### src/rtl/obstacle_control.sv
// obstacle_control: bouncing-block FSM driving a draw/erase/probe/move datapath
//   clk, reset (async, active-high); start launches a run from IDLE
//   xdir/ydir/timer_done/obstacle come from the datapath; en_*/s_*/plot drive it
//   bounce_count counts direction reversals since INIT and saturates at all-ones
//   OBSTACLE_CONTROL_PAUSE_EN adds a pause input that freezes the WAIT state
module obstacle_control #(
  parameter int BOUNCE_W = 8
) (
  input  logic                clk,
  input  logic                reset,
  input  logic                start,
  input  logic                xdir,
  input  logic                ydir,
  input  logic                timer_done,
  input  logic                obstacle,
`ifdef OBSTACLE_CONTROL_PAUSE_EN
  input  logic                pause,
`endif
  output logic                en_xpos,
  output logic                en_ypos,
  output logic                en_xdir,
  output logic                en_ydir,
  output logic                en_timer,
  output logic [1:0]          s_xpos,
  output logic [1:0]          s_ypos,
  output logic                s_xdir,
  output logic                s_ydir,
  output logic                s_timer,
  output logic                s_color,
  output logic [1:0]          s_obs_xy,
  output logic                plot,
  output logic [BOUNCE_W-1:0] bounce_count
);
  typedef enum logic [3:0] {IDLE, INIT, DRAW, WAIT, ERASE, PX, EX, PY, EY, MOVE} state_t;
  state_t state, next;
  logic hold;
`ifdef OBSTACLE_CONTROL_PAUSE_EN
  assign hold = (state == WAIT) && pause;
`else
  assign hold = 1'b0;
`endif
  always_ff @(posedge clk or posedge reset)
    if (reset) begin
      state <= IDLE;
      bounce_count <= '0;
    end else begin
      state <= next;
      if (state == INIT) bounce_count <= '0;
      else if ((en_xdir || en_ydir) && !(&bounce_count)) bounce_count <= bounce_count + BOUNCE_W'(1);
    end
  always_comb begin
    next = state;
    {en_xpos, en_ypos, en_xdir, en_ydir, en_timer} = '0;
    {s_xpos, s_ypos, s_obs_xy} = '0;
    {s_xdir, s_ydir, s_timer, s_color, plot} = '0;
    case (state)
      IDLE: next = start ? INIT : IDLE;
      INIT: begin
        {en_xpos, en_ypos, en_xdir, en_ydir, en_timer} = '1;
        next = DRAW;
      end
      DRAW: begin
        plot = 1'b1;
        s_color = 1'b1;
        next = WAIT;
      end
      WAIT:
        if (!hold) begin
          en_timer = 1'b1;
          s_timer = !timer_done;
          next = timer_done ? ERASE : WAIT;
        end
      ERASE: begin
        plot = 1'b1;
        next = PX;
      end
      PX: begin
        s_obs_xy = {1'b1, xdir};
        next = EX;
      end
      EX: begin
        s_obs_xy = {1'b1, xdir};
        en_xdir = obstacle;
        s_xdir = obstacle;
        next = PY;
      end
      PY: begin
        s_obs_xy = {1'b0, ydir};
        next = EY;
      end
      EY: begin
        s_obs_xy = {1'b0, ydir};
        en_ydir = obstacle;
        s_ydir = obstacle;
        next = MOVE;
      end
      MOVE: begin
        en_xpos = 1'b1;
        en_ypos = 1'b1;
        s_xpos = {xdir, !xdir};
        s_ypos = {ydir, !ydir};
        next = DRAW;
      end
      default: next = IDLE;
    endcase
  end
endmodule

### config.mk
export PLATFORM = sky130hd
export DESIGN_NAME = obstacle_control
export DESIGN_NICKNAME = d
export VERILOG_FILES = /design/src/rtl/obstacle_control.sv
export SDC_FILE = /design/constraint.sdc
export NUM_CORES = 1
export LEC_CHECK = 0
export BUFFER_PORTS_ARGS = -buffer_cell sky130_fd_sc_hd__buf_2
export CORE_MARGIN = 5
export CORE_UTILIZATION = 51
export DETAILED_ROUTE_END_ITERATION = 10
export GPL_TIMING_DRIVEN = 0
export MAX_ROUTING_LAYER = met4
export PLACE_DENSITY_LB_ADDON = 0.25
export RECOVER_POWER = 100
export SETUP_SLACK_MARGIN = 0.5
export SYNTH_ARGS = -nofsm -noshare
export SYNTH_HDL_FRONTEND = slang
export SYNTH_SLANG_ARGS = --single-unit
### constraint.sdc
create_clock -name clk -period 3.05 [get_ports clk]
set_input_delay 0.305 -clock clk [delete_from_list [all_inputs] [get_ports clk]]
set_output_delay 0.305 -clock clk [all_outputs]
set_load 0.02 [all_outputs]
======== Yosys cells after proc, flatten, opt, wreduce, memory -nomap -nowiden ========
Cells that the tools add are included.
cells by class
  $add $sub $neg .......................... 1
  equality and inequality tests ........... 9
  multiplexer cells ....................... 17
  reductions and logical operators ........ 14
operator list
  kind                   count
  $pmux W4 S9            1
  $eq A4 B3 Y1 const B   4
  $mux W8                2
  $reduce_or A2 Y1       5
  $add A8 B1 Y8 const B  1
  $eq A4 B2 Y1 const B   2
  $eq A4 B4 Y1 const B   2
  $mux W1                8
  $reduce_and A8 Y1      1
  $eq A4 B1 Y1 const B   1
  $logic_not A1 Y1       4
  $logic_not A4 Y1       1
  $mux W2                2
  $pmux W1 S2            2
  $pmux W2 S2            1
  $mux W3                1
  $reduce_bool A2 Y1     1
  $logic_and A1 B1 Y1    1
  $logic_or A1 B1 Y1     1
word-level totals
  bits in registers ....................... 12
  input port bits ......................... 7
  output and inout port bits .............. 24
  word-level logic and storage cells ...... 43

======== Logic depth before layout (Yosys ltp) ========
  depth after elaboration ................. 6
  gate-level depth with buffers ........... 6
  gate-level depth less buffers ........... 5

======== Least setup slack after synthesis ========
No wires, ideal clock.
  path kind ............................... reg-to-output
  from .................................... register state[3]
  to ...................................... output en_xdir
  data arrival time ....................... 1595 ps
  data required time ...................... 2745 ps
  path slack .............................. 1150 ps
  cell stages (with the launch flop) ...... 5
  path buffers ............................ 1
  cell sequence ........................... dfrtp_1 -> clkbuf_1 -> nand2b_1 -> nor3_1 -> or2_1
between the ends
  cells in the longest elaborated chain, start to end .. 2
  elaborated cells between the ends (all ways) .. 3
  classes of those cells .................. 2 x eq/ne; 1 x mux
ends and longest elaborated chain
  item                                          RTL line  RTL
  from (decl)                                   35        state_t state, next;
  from (signal assigned)                        47        state <= next;
  $eq A4 B3 Y1 or $eq A4 B1 Y1 (tied branches)  56        case (state)
  $pmux W1 S2 (*)                               56
  to (decl)                                     21        output logic en_xdir,
Every way passes the cells marked *; elsewhere a longest branch is shown, timed or not.

======== Worst setup path in the final report ========
  from .................................... register state[1]
  to ...................................... output en_xdir
Same word-level chain as after synthesis.

==> metrics.txt <==
status=complete, no violations; RSZ-0062 raised after global routing=false; hold-fix buffers at CTS=0; Fin Hold WS=~0.055 ns; global-route wire length before repair=between 3000 and 4000 um; Final min period=roughly 2.5 ns; remaining global-route overflow=0; launch point of the worst reg-to-reg path=state[1]; post-synth cell types=32; Leak=0.419 nW; CP endpoint kind=output pin; Top Layer Used=met4; setup_tns=0 ns; post-DR wirelength/cell=13.4 um; Post-CTS Setup Inserts=0; CP Launch Type=register; metal2 WL=around 1000 um; class of the worst hold path=in2async; core area=roughly 1500 um2; Slew @ Worst Pin=around 0.66 ns; nets=between 100 and 150; routed via count=870; Post-Syn Area per Cell=a little over 8 um2; crit path from=state[1]; diode count=0; Clock Sinks=12; Setup Skew=roughly 0.0055 ns; Ys Warns=0; Initial Util=between 50% and 60%; TritonCTS clock tree=yes; WL met3=97 um; commonest non-fill, non-tap cells in the layout=clkbuf_1 (28), dfrtp_1 (12); power per cell area=893 nW/um2; clock buffer depth=2; initial antenna violation count=0; die area=2570 um2; register area share after synthesis=35.5%; commonest non-fill, non-tap cell in the layout=clkbuf_1; cells after synthesis=103; IO Pins=31; DRT antenna net count=0; share of cells above drive strength 1=under 10%; largest net degree at the start of global routing=13; Clock transition at path regs=around 0.070 ns; Port Buffers=30; post-DP HPWL=approximately 1600 um; Rel. slew slack=a little under three fifths; vias in the first global route=838; Mapped Area=846 um2; period utilization=between 80% and 90%; Max Fanout on Critical Path=10; Final Wtd Congestion=0.855; Worst EP required=~2.7 ns; chip width=between 50 and 60 um; Fin. Hold Viols=0; Die Span Y=between 50 and 60 um; Max Clk Rate=between 0.4 and 0.5 GHz; P&R area growth vs syn=17.3%; worst-skew pair later-pin latency=0.27 ns; htree depth=1; DRC=0; CTS Buf Count=3; Met1 Wirelength=about 900 um; Syn Nets=roughly 110; critical path class=reg2out; max-slew violation count=0; Global Route Usage Sum=between 10% and 20%; maximum vdd drop=0.000540 V; CTS resizes=0; # rows=14; CTS root buffer=clkbuf_4; Post-Route Utilization=between 60 and 70%; Synth Register Bits=12; Max Cap Viol=0; WL final=a little over 2000 um; TritonRoute pass-1 iters=4; Crit path arrival time=approximately 2.2 ns; Initial DRC Count=8; Setup-failing EPs final=0; vias per inst=approximately 5.7
## stage by stage
step / total power [mW] / setup slack, ns / instance area, um2 / instances
6_report: 0.886 / 0.574 / 992 / 152
3_3_place_gp: 0.824 / 1.23 / 1020 / 149
5_1_grt: 0.977 / 0.406 / 992 / 152
3_5_place_dp: 0.839 / 1.19 / 1020 / 149
2_1_floorplan: 0.680 / 1.15 / 846 / 103
4_1_cts: 0.935 / 0.929 / 1040 / 152
## cells in the mapped netlist
master / number / area share, %
nand2b_1: 4 / 3.0
buf_2: 2 / 1.2
o22ai_1: 1 / 0.74
nor3_1: 4 / 2.4
o31ai_1: 2 / 1.8
or4_1: 3 / 2.7
dfrtp_1: 12 / 36
a22o_1: 1 / 1.0
and3b_1: 1 / 1.0
nand3_1: 8 / 4.7
or2_1: 4 / 3.0
nor3b_1: 3 / 2.7
o21ai_0: 6 / 3.6
clkbuf_1: 3 / 1.3
nor4_1: 1 / 0.74
nor2_1: 8 / 3.6
buf_4: 1 / 0.89
xnor2_1: 1 / 1.0
and2_1: 2 / 1.5
ha_1: 1 / 1.5
o22ai_2: 1 / 1.5
nor4b_4: 1 / 2.8
or3_1: 3 / 2.2
nor2b_1: 3 / 2.2
mux2i_1: 4 / 4.7
o21ai_1: 3 / 1.8
o22a_1: 1 / 1.0
a211oi_1: 1 / 0.89
inv_1: 3 / 1.3
nand2_1: 8 / 3.6
nand4_1: 1 / 0.74
a21oi_1: 6 / 3.6
## state kept, by name, indices dropped and copies added, names as in the netlist
register      cells
state             4
bounce_count      8
## critical path, stage by stage, from the launching register on
cell and delay (ns):
dfrtp_1 0.37, clkbuf_1 0.20, nor4b_1 0.65, clkbuf_1 0.37, or2_1 0.16, buf_2 0.15
## per-layer routing
metal	up-vias	global-route usage (%)
li1	439	-
met1	402	20.3
met2	27	30.4
met3	2	0.888
met4	0	8.94
met5	-	-
## cell type report
class,instances,area [um2]
Clock buffer,3,22.5
Tap cell,16,20.0
Sequential cell,12,300
Buffer,6,26.3
Timing Repair Buffer,30,121
Multi-Input combinational cell,82,490
Inverter,3,11.3
Fill cell,161,549
## final timing paths
path	end	slack, ns	cells past startpoint
setup / recovery	en_xdir	0.57	5
hold / removal	state[0]	0.05	2
setup reg to reg	bounce_count[3]	0.82	5
hold reg to reg	bounce_count[1]	0.59	2
max in group asynchronous	state[3]	2.65	2
min in group clk	state[0]	0.34	3
## cells by family after synthesis
group	after synthesis	synth area share, %
buf+inv	9	4.73
mux	4	4.73
compound gates	22	15.8
flops	12	35.5
simple gates	54	36.7
fa+ha+maj	1	1.48
xor+xnor	1	1.04
## power breakdown
group	internal [mW]	total (mW)	switching (mW)
combinational	0.185	0.552	0.368
sequential	0.196	0.239	0.0429
clock	0.0456	0.0951	0.0495
No activity file was read; power rests on OpenSTA's default activity.
